==> src/rtl/snake_core.sv <==
// snake_core: snake game engine, segment shift array, game FSM, pixel hits.
// Define SNAKE_WRAP_EN to wrap the head at the walls instead of ending the game.
module snake_core #(
  parameter int MAX_LEN  = 32,
  parameter int INIT_LEN = 4,
  parameter int CELL     = 20,
  parameter int GRID_W   = 30,
  parameter int GRID_H   = 22,
  parameter int ORG_X    = 20,
  parameter int ORG_Y    = 20
) (
  input  logic                         clk,
  input  logic                         rst_n,
  input  logic                         step,
  input  logic                         start,
  input  logic                         U,
  input  logic                         D,
  input  logic                         L,
  input  logic                         R,
  input  logic [9:0]                   pix_x,
  input  logic [8:0]                   pix_y,
  output logic                         pix_head,
  output logic                         pix_body,
  output logic                         pix_food,
  output logic [1:0]                   state,
  output logic [$clog2(MAX_LEN+1)-1:0] length,
  output logic                         score_inc
);

  localparam int CW = $clog2(GRID_W);
  localparam int RW = $clog2(GRID_H);
  localparam int LW = $clog2(MAX_LEN+1);

  typedef enum logic [1:0] {
    S_IDLE  = 2'd0,
    S_RUN   = 2'd1,
    S_PLACE = 2'd2,
    S_OVER  = 2'd3
  } state_e;

  // XOR with 1 gives the opposite direction
  typedef enum logic [1:0] {
    D_UP = 2'd0,
    D_DN = 2'd1,
    D_LT = 2'd2,
    D_RT = 2'd3
  } dir_e;

  state_e          state_q;
  dir_e            dir_q;
  dir_e            pend_q;
  logic [LW-1:0]   length_q;
  logic            score_q;
  logic            pix_head_q;
  logic            pix_body_q;
  logic            pix_food_q;
  logic [15:0]     lfsr_q;
  logic [CW-1:0]   food_col_q;
  logic [RW-1:0]   food_row_q;
  logic [CW-1:0]   seg_col_q [MAX_LEN];
  logic [RW-1:0]   seg_row_q [MAX_LEN];

  dir_e            req_dir;
  logic            req_vld;
  dir_e            dir_rev;
  logic [CW-1:0]   nh_col;
  logic [RW-1:0]   nh_row;
  logic            wall;
  logic            wall_kill;
  logic            self_hit;
  logic            eat;
  logic [15:0]     lfsr_d;
  logic [CW-1:0]   cand_col;
  logic [RW-1:0]   cand_row;
  logic            overlap;
  logic [CW-1:0]   px_col;
  logic            px_cv;
  logic [RW-1:0]   py_row;
  logic            py_rv;
  logic            hit_head;
  logic            hit_body;
  logic            hit_food;

  function automatic logic [CW-1:0] init_col(input int k);
    if (k < INIT_LEN) return CW'(GRID_W/2 - k);
    return '0;
  endfunction

  function automatic logic [RW-1:0] init_row(input int k);
    if (k < INIT_LEN) return RW'(GRID_H/2);
    return '0;
  endfunction

  assign dir_rev = dir_e'(dir_q ^ 2'b01);

  // Button decode, U beats D beats L beats R
  always_comb begin
    req_vld = 1'b1;
    req_dir = D_RT;
    if (U)      req_dir = D_UP;
    else if (D) req_dir = D_DN;
    else if (L) req_dir = D_LT;
    else if (R) req_dir = D_RT;
    else        req_vld = 1'b0;
  end

  // Candidate head cell, wrapped at the walls, with a wall flag
  always_comb begin
    nh_col = seg_col_q[0];
    nh_row = seg_row_q[0];
    wall   = 1'b0;
    unique case (pend_q)
      D_UP: begin
        if (seg_row_q[0] == '0) begin
          wall   = 1'b1;
          nh_row = RW'(GRID_H-1);
        end else begin
          nh_row = seg_row_q[0] - RW'(1);
        end
      end
      D_DN: begin
        if (seg_row_q[0] == RW'(GRID_H-1)) begin
          wall   = 1'b1;
          nh_row = '0;
        end else begin
          nh_row = seg_row_q[0] + RW'(1);
        end
      end
      D_LT: begin
        if (seg_col_q[0] == '0) begin
          wall   = 1'b1;
          nh_col = CW'(GRID_W-1);
        end else begin
          nh_col = seg_col_q[0] - CW'(1);
        end
      end
      D_RT: begin
        if (seg_col_q[0] == CW'(GRID_W-1)) begin
          wall   = 1'b1;
          nh_col = '0;
        end else begin
          nh_col = seg_col_q[0] + CW'(1);
        end
      end
    endcase
  end

`ifdef SNAKE_WRAP_EN
  assign wall_kill = 1'b0;
`else
  assign wall_kill = wall;
`endif

  // Self hit skips the tail, which moves out of the way this step
  always_comb begin
    self_hit = 1'b0;
    for (int k = 1; k < MAX_LEN; k++) begin
      if ((k + 2 <= int'(length_q)) &&
          seg_col_q[k] == nh_col &&
          seg_row_q[k] == nh_row)
        self_hit = 1'b1;
    end
  end

  assign eat = (nh_col == food_col_q) &&
               (nh_row == food_row_q);

  assign lfsr_d = {lfsr_q[0] ^ lfsr_q[2] ^
                   lfsr_q[3] ^ lfsr_q[5],
                   lfsr_q[15:1]};

  assign cand_col = CW'(lfsr_d[7:0] % 8'(GRID_W));
  assign cand_row = RW'(lfsr_d[15:8] % 8'(GRID_H));

  // Food candidate rejected if it lands on any live segment
  always_comb begin
    overlap = 1'b0;
    for (int k = 0; k < MAX_LEN; k++) begin
      if ((k < int'(length_q)) &&
          seg_col_q[k] == cand_col &&
          seg_row_q[k] == cand_row)
        overlap = 1'b1;
    end
  end

  // Raster x to playfield column
  always_comb begin
    px_col = '0;
    px_cv  = 1'b0;
    for (int i = 0; i < GRID_W; i++) begin
      if (32'(pix_x) >= 32'(ORG_X + i*CELL)) begin
        px_col = CW'(i);
        px_cv  = 1'b1;
      end
    end
    if (32'(pix_x) >= 32'(ORG_X + GRID_W*CELL))
      px_cv = 1'b0;
  end

  // Raster y to playfield row
  always_comb begin
    py_row = '0;
    py_rv  = 1'b0;
    for (int i = 0; i < GRID_H; i++) begin
      if (32'(pix_y) >= 32'(ORG_Y + i*CELL)) begin
        py_row = RW'(i);
        py_rv  = 1'b1;
      end
    end
    if (32'(pix_y) >= 32'(ORG_Y + GRID_H*CELL))
      py_rv = 1'b0;
  end

  // Compare the raster cell against head, live body and food
  always_comb begin
    hit_head = 1'b0;
    hit_body = 1'b0;
    hit_food = 1'b0;
    if (px_cv && py_rv) begin
      hit_head = (seg_col_q[0] == px_col) &&
                 (seg_row_q[0] == py_row);
      hit_food = (food_col_q == px_col) &&
                 (food_row_q == py_row);
      for (int k = 1; k < MAX_LEN; k++) begin
        if ((k < int'(length_q)) &&
            seg_col_q[k] == px_col &&
            seg_row_q[k] == py_row)
          hit_body = 1'b1;
      end
    end
  end

  // Game FSM, segment array, food, LFSR and registered outputs
  always_ff @(posedge clk or negedge rst_n) begin
    if (!rst_n) begin
      state_q    <= S_IDLE;
      dir_q      <= D_RT;
      pend_q     <= D_RT;
      length_q   <= LW'(INIT_LEN);
      score_q    <= 1'b0;
      pix_head_q <= 1'b0;
      pix_body_q <= 1'b0;
      pix_food_q <= 1'b0;
      lfsr_q     <= 16'hACE1;
      food_col_q <= CW'(GRID_W/2 + 5);
      food_row_q <= RW'(GRID_H/2);
      for (int k = 0; k < MAX_LEN; k++) begin
        seg_col_q[k] <= init_col(k);
        seg_row_q[k] <= init_row(k);
      end
    end else begin
      score_q    <= 1'b0;
      pix_head_q <= hit_head;
      pix_body_q <= hit_body;
      pix_food_q <= hit_food;
      if (req_vld && req_dir != dir_rev)
        pend_q <= req_dir;
      unique case (state_q)
        S_IDLE, S_OVER: begin
          if (start) begin
            state_q  <= S_RUN;
            dir_q    <= D_RT;
            pend_q   <= D_RT;
            length_q <= LW'(INIT_LEN);
            for (int k = 0; k < MAX_LEN; k++) begin
              seg_col_q[k] <= init_col(k);
              seg_row_q[k] <= init_row(k);
            end
          end
        end
        S_RUN: begin
          if (step) begin
            dir_q <= pend_q;
            if (wall_kill || self_hit) begin
              state_q <= S_OVER;
            end else begin
              for (int k = MAX_LEN-1; k > 0; k--) begin
                seg_col_q[k] <= seg_col_q[k-1];
                seg_row_q[k] <= seg_row_q[k-1];
              end
              seg_col_q[0] <= nh_col;
              seg_row_q[0] <= nh_row;
              if (eat) begin
                if (length_q != LW'(MAX_LEN))
                  length_q <= length_q + LW'(1);
                score_q <= 1'b1;
                state_q <= S_PLACE;
              end
            end
          end
        end
        S_PLACE: begin
          lfsr_q <= lfsr_d;
          if (!overlap) begin
            food_col_q <= cand_col;
            food_row_q <= cand_row;
            state_q    <= S_RUN;
          end
        end
        default: ;
      endcase
    end
  end

  assign state     = state_q;
  assign length    = length_q;
  assign score_inc = score_q;
  assign pix_head  = pix_head_q;
  assign pix_body  = pix_body_q;
  assign pix_food  = pix_food_q;

endmodule

==> config.mk <==
export PLATFORM = sky130hd
export DESIGN_NAME = snake_core
export DESIGN_NICKNAME = d
export VERILOG_FILES = /design/src/rtl/snake_core.sv
export SDC_FILE = /design/constraint.sdc
export NUM_CORES = 1
export LEC_CHECK = 0
export BUFFER_PORTS_ARGS = -buffer_cell sky130_fd_sc_hd__buf_2
export CORE_ASPECT_RATIO = 1.75
export CORE_UTILIZATION = 40
export CTS_BUF_LIST = sky130_fd_sc_hd__clkbuf_8
export DETAILED_ROUTE_END_ITERATION = 10
export GPL_ROUTABILITY_DRIVEN = 0
export PLACE_DENSITY = 0.67
export SLEW_MARGIN = 20
export SYNTH_ARGS = -nofsm -noshare
export SYNTH_HDL_FRONTEND = slang
export SYNTH_SLANG_ARGS = --single-unit
export TNS_END_PERCENT = 30
==> constraint.sdc <==
create_clock -name clk -period 6.54 [get_ports clk]
set_clock_uncertainty 0.1 [all_clocks]
set_input_delay 1.308 -clock clk [delete_from_list [all_inputs] [get_ports clk]]
set_output_delay 1.308 -clock clk [all_outputs]
set_load 0.01 [all_outputs]
==> impl_metrics.sql <==
INSERT INTO impl_metrics (metric_group, metric, value, unit) VALUES
('outcome', 'status', 'finished, final reports clean', ''),
('synthesis', 'yosys_warnings', '0', ''),
('finish', 'multi_input_area', '18900', 'sq um'),
('pwr', 'p_leak', '13.3', 'nW'),
('finish', 'finalInstanceArea', '32600', 'sq um'),
('die', 'floorplan.initialDensity', '0.406', ''),
('clock_network', 'worstSkewPairLatency', '0.74', 'ns'),
('pwr', 'powerDensity', '457', 'nW/um^2'),
('worst_setup_path', 'cpLargestDelayFamily', 'compound AO/OA/AOI/OAI gates', ''),
('worst_hold_path', 'hp-class', 'reg -> reg', ''),
('detailed_routing', 'routed_wirelength', '133000', 'um'),
('synthesis', 'synth_area_leaders', 'sky130_fd_sc_hd__dfrtp_1, sky130_fd_sc_hd__xnor2_1, sky130_fd_sc_hd__xor2_1', ''),
('place', 'post_dp_cell_area', '31200', 'sq um'),
('clock_network', 'cts_inserted_buffers', '55', ''),
('sta', 'measured_slew_at_the_worst_slew_check_pin', '1.13', 'ns'),
('detailed_routing', 'vias_per_cell', '6.92', ''),
('synthesis', 'synth_top_flop_cell', 'sky130_fd_sc_hd__dfrtp_1', ''),
('worst_setup_path', 'cp_slowest_stage_delay', '0.68', 'ns'),
('sta', 'fin_setup_tns', '0', 'ns'),
('synthesis', 'synth.mux.area_fraction', '0.0123', ''),
('synthesis', 'synth_xor_area_frac', '0.241', ''),
('finish', 'final.fill_count', '7252', ''),
('clock_network', 'cts_sinks', '362', ''),
('pwr', 'vdd_ir_max', '0.624', 'mV'),
('finish', 'final_net_count', '3248', ''),
('synthesis', 'netlist-cell-type-count', '101', ''),
('worst_setup_path', 'timing_worst_setup_path_type', 'reg -> reg', ''),
('die', 'die_width', '210', 'um'),
('die', 'floorplan.rows', '132', ''),
('detailed_routing', 'drtPass1Iterations', '10', ''),
('worst_setup_path', 'critical_path.slowest_cell', 'sky130_fd_sc_hd__dfstp_2', ''),
('finish', 'post_route_cells_drive_above_1_share', '0.130', ''),
('sta', 'timing_max_transition_violations_final', '0', ''),
('worst_setup_path', 'crit_start', 'lfsr_q[5]$_DFFE_PN1N_', ''),
('worst_setup_path', 'kind_of_start_point_of_the_critical_path', 'flip-flop', ''),
('synthesis', 'postSynthCellCount', '3464', ''),
('sta', 'grt_setup_unrepaired', 'no', ''),
('synthesis', 'synth.largest_area_cell', 'sky130_fd_sc_hd__dfrtp_1', ''),
('global_route', 'first_pass_grt_wire_length', '193000', 'um'),
('synthesis', 'avgSynthCellArea', '8.71', 'sq um'),
('clock_network', 'cts_setup_buffers', '0', ''),
('pwr', 'totalPowerFinal', '14.9', 'mW'),
('worst_setup_path', 'critPathBufInv', '1', ''),
('synthesis', 'synth_top_area_frac', '0.266', ''),
('global_route', 'grt_start_max_net_pins', '110', ''),
('clock_network', 'htreeDepth', '2', ''),
('detailed_routing', 'first_iter_violations', '3702', ''),
('worst_hold_path', 'hold_depth', '2', ''),
('sta', 'slew_headroom', '0.240', ''),
('worst_setup_path', 'regToRegStartpoint', 'lfsr_q[5]$_DFFE_PN1N_', ''),
('synthesis', 'flops_latches_synth', '362', ''),
('finish', 'final-seq-area', '9110', 'sq um'),
('run', 'max_cap_viol_count', '0', ''),
('synthesis', 'synth_compound_area_frac', '0.218', ''),
('sta', 'finalSetupViolCount', '0', ''),
('global_route', 'number_of_global_route_vias_before_repair', '27800', ''),
('worst_setup_path', 'setup.worst_path.end_class', 'flip-flop', ''),
('synthesis', 'synth.net_count', '3504', ''),
('clock_network', 'cts_tree', 'yes', ''),
('place', 'io_buffer_count', '34', ''),
('detailed_routing', 'remaining_drc_errors', '0', ''),
('worst_hold_path', 'startpoint_of_the_tightest_hold_check_path', 'food_row_q[1]$_DFFE_PN1P_', ''),
('sta', 'max_freq', '155', 'MHz'),
('worst_setup_path', 'worstPathMaxFanout', '17', ''),
('synthesis', 'synth.most_common_cell', 'sky130_fd_sc_hd__xnor2_1', ''),
('synthesis', 'ys_seq_area_frac', '0.302', ''),
('synthesis', 'dominant_combinational_cell_family_by_area_after_synthesis', 'XOR/XNOR gates', ''),
('finish', 'areaGrowthSynthToFinish', '7.97', '%'),
('global_route', 'gr-usage-all-layers', '0.347', ''),
('die', 'io-pin-count', '39', ''),
('sta', 'post-route-min-period', '6.46', 'ns');
==> flip-flops by register name (all words and copies together) (netlist names), 2 cells and up <==
signal / count
seg_col_q: 160
length: 6
lfsr_q: 16
pend_q: 2
food_row_q: 5
seg_row_q: 160
food_col_q: 5
dir_q: 2
state: 2
==> routing by layer <==
layer	up-vias	wire length, um	track usage
li1	11800	-	-
met1	14100	42800	0.362
met2	2187	59900	0.557
met3	911	15000	0.115
met4	4	15100	0.313
met5	-	30	0
==> where the power goes <==
part	switching [mW]	leakage (nW)	internal [mW]	total [mW]
sequential	1.28	4.84	2.78	4.06
combinational	5.27	7.83	3.32	8.59
clock	1.05	0.672	1.19	2.24
total	7.60	13.3	7.29	14.9
==> path summary, 6_finish.rpt <==
check	slack, ns	to
hold / removal	0.41	food_row_q[1]$_DFFE_PN1P_
setup reg to reg	0.08	food_row_q[4]$_DFFE_PN0P_
min in group asynchronous	0.54	seg_col_q[113]$_DFFE_PN0P_
setup / recovery	0.08	food_row_q[4]$_DFFE_PN0P_
max in group asynchronous	4.42	seg_col_q[37]$_DFFE_PN0P_
hold reg to reg	0.41	food_row_q[1]$_DFFE_PN1P_
==> worst register-to-register path: cells and delay by family (launching register included) <==
| kind | cells | cell delay (ns) |
|---|---|---|
| compound gates | 7 | 2.18 |
| xor+xnor | 3 | 0.84 |
| fa+ha+maj | 1 | 0.34 |
| buf+inv | 1 | 0.27 |
| flops | 1 | 0.68 |
| mux | 2 | 0.58 |
| simple gates | 4 | 1.40 |
==> cells by family (layout without fill, tap and decap cells) <==
kind of cell / Yosys count / count (layout)
flip-flops: 362 / 362
AND/OR/NAND/NOR: 782 / 782
adder cells (fa/ha/maj): 15 / 15
AO/OA/AOI/OAI: 868 / 868
buffers and inverters: 583 / 370
XOR/XNOR: 821 / 821
other: 0 / 7
multiplexers: 33 / 33
==> layout make-up <==
class | instances | area share
Antenna cell | 7 | 0.000538
Clock buffer | 69 | 0.0292
Clock inverter | 31 | 0.00941
Inverter | 77 | 0.00888
Multi-Input combinational cell | 2519 | 0.581
Sequential cell | 362 | 0.280
Tap cell | 938 | 0.0360
Timing Repair Buffer | 193 | 0.0552
==> through the flow <==
step                      setup WS, ns  hold WS [ns]  std cells  utilization
after global routing            0.0180         0.428       4190        0.438
final                           0.0765         0.413       4196        0.438
after detailed placement         0.262         0.401       4088        0.420
after floorplan                   1.36         0.370       3464            -
after CTS                        0.256         0.416       4188        0.437
after global placement           0.323         0.380       4088        0.420
==> cells in the final DEF (no fill, tap or decap), types with 19 or more instances in the layout <==
cell / instances
sky130_fd_sc_hd__nor2_1: 117
sky130_fd_sc_hd__nor4_1: 87
sky130_fd_sc_hd__nor3_1: 93
sky130_fd_sc_hd__a21oi_1: 107
sky130_fd_sc_hd__or3_1: 27
sky130_fd_sc_hd__nor2b_1: 19
sky130_fd_sc_hd__o21ai_0: 116
sky130_fd_sc_hd__o31ai_1: 19
sky130_fd_sc_hd__a211oi_1: 24
sky130_fd_sc_hd__xnor2_1: 492
sky130_fd_sc_hd__o2111ai_1: 35
sky130_fd_sc_hd__dfrtp_1: 318
sky130_fd_sc_hd__xor2_1: 322
sky130_fd_sc_hd__a2111oi_0: 25
sky130_fd_sc_hd__nand2_1: 125
sky130_fd_sc_hd__a22o_1: 296
sky130_fd_sc_hd__clkbuf_8: 69
sky130_fd_sc_hd__a22oi_1: 32
sky130_fd_sc_hd__buf_2: 34
sky130_fd_sc_hd__nand3_1: 68
sky130_fd_sc_hd__inv_1: 87
sky130_fd_sc_hd__dfstp_2: 42
sky130_fd_sc_hd__nand2b_1: 22
sky130_fd_sc_hd__or4_1: 35
sky130_fd_sc_hd__a31oi_1: 28
sky130_fd_sc_hd__buf_4: 124
sky130_fd_sc_hd__buf_12: 34
sky130_fd_sc_hd__nand4_1: 97
==> repair_timing <==
| item | in CTS | in global routing |
|---|---|---|
| resized for setup | 0 | 7 |
| endpoints found under the setup margin | 0 | 21 |
| hold buffers | 0 | 0 |
(Power assumes the default switching activity.)
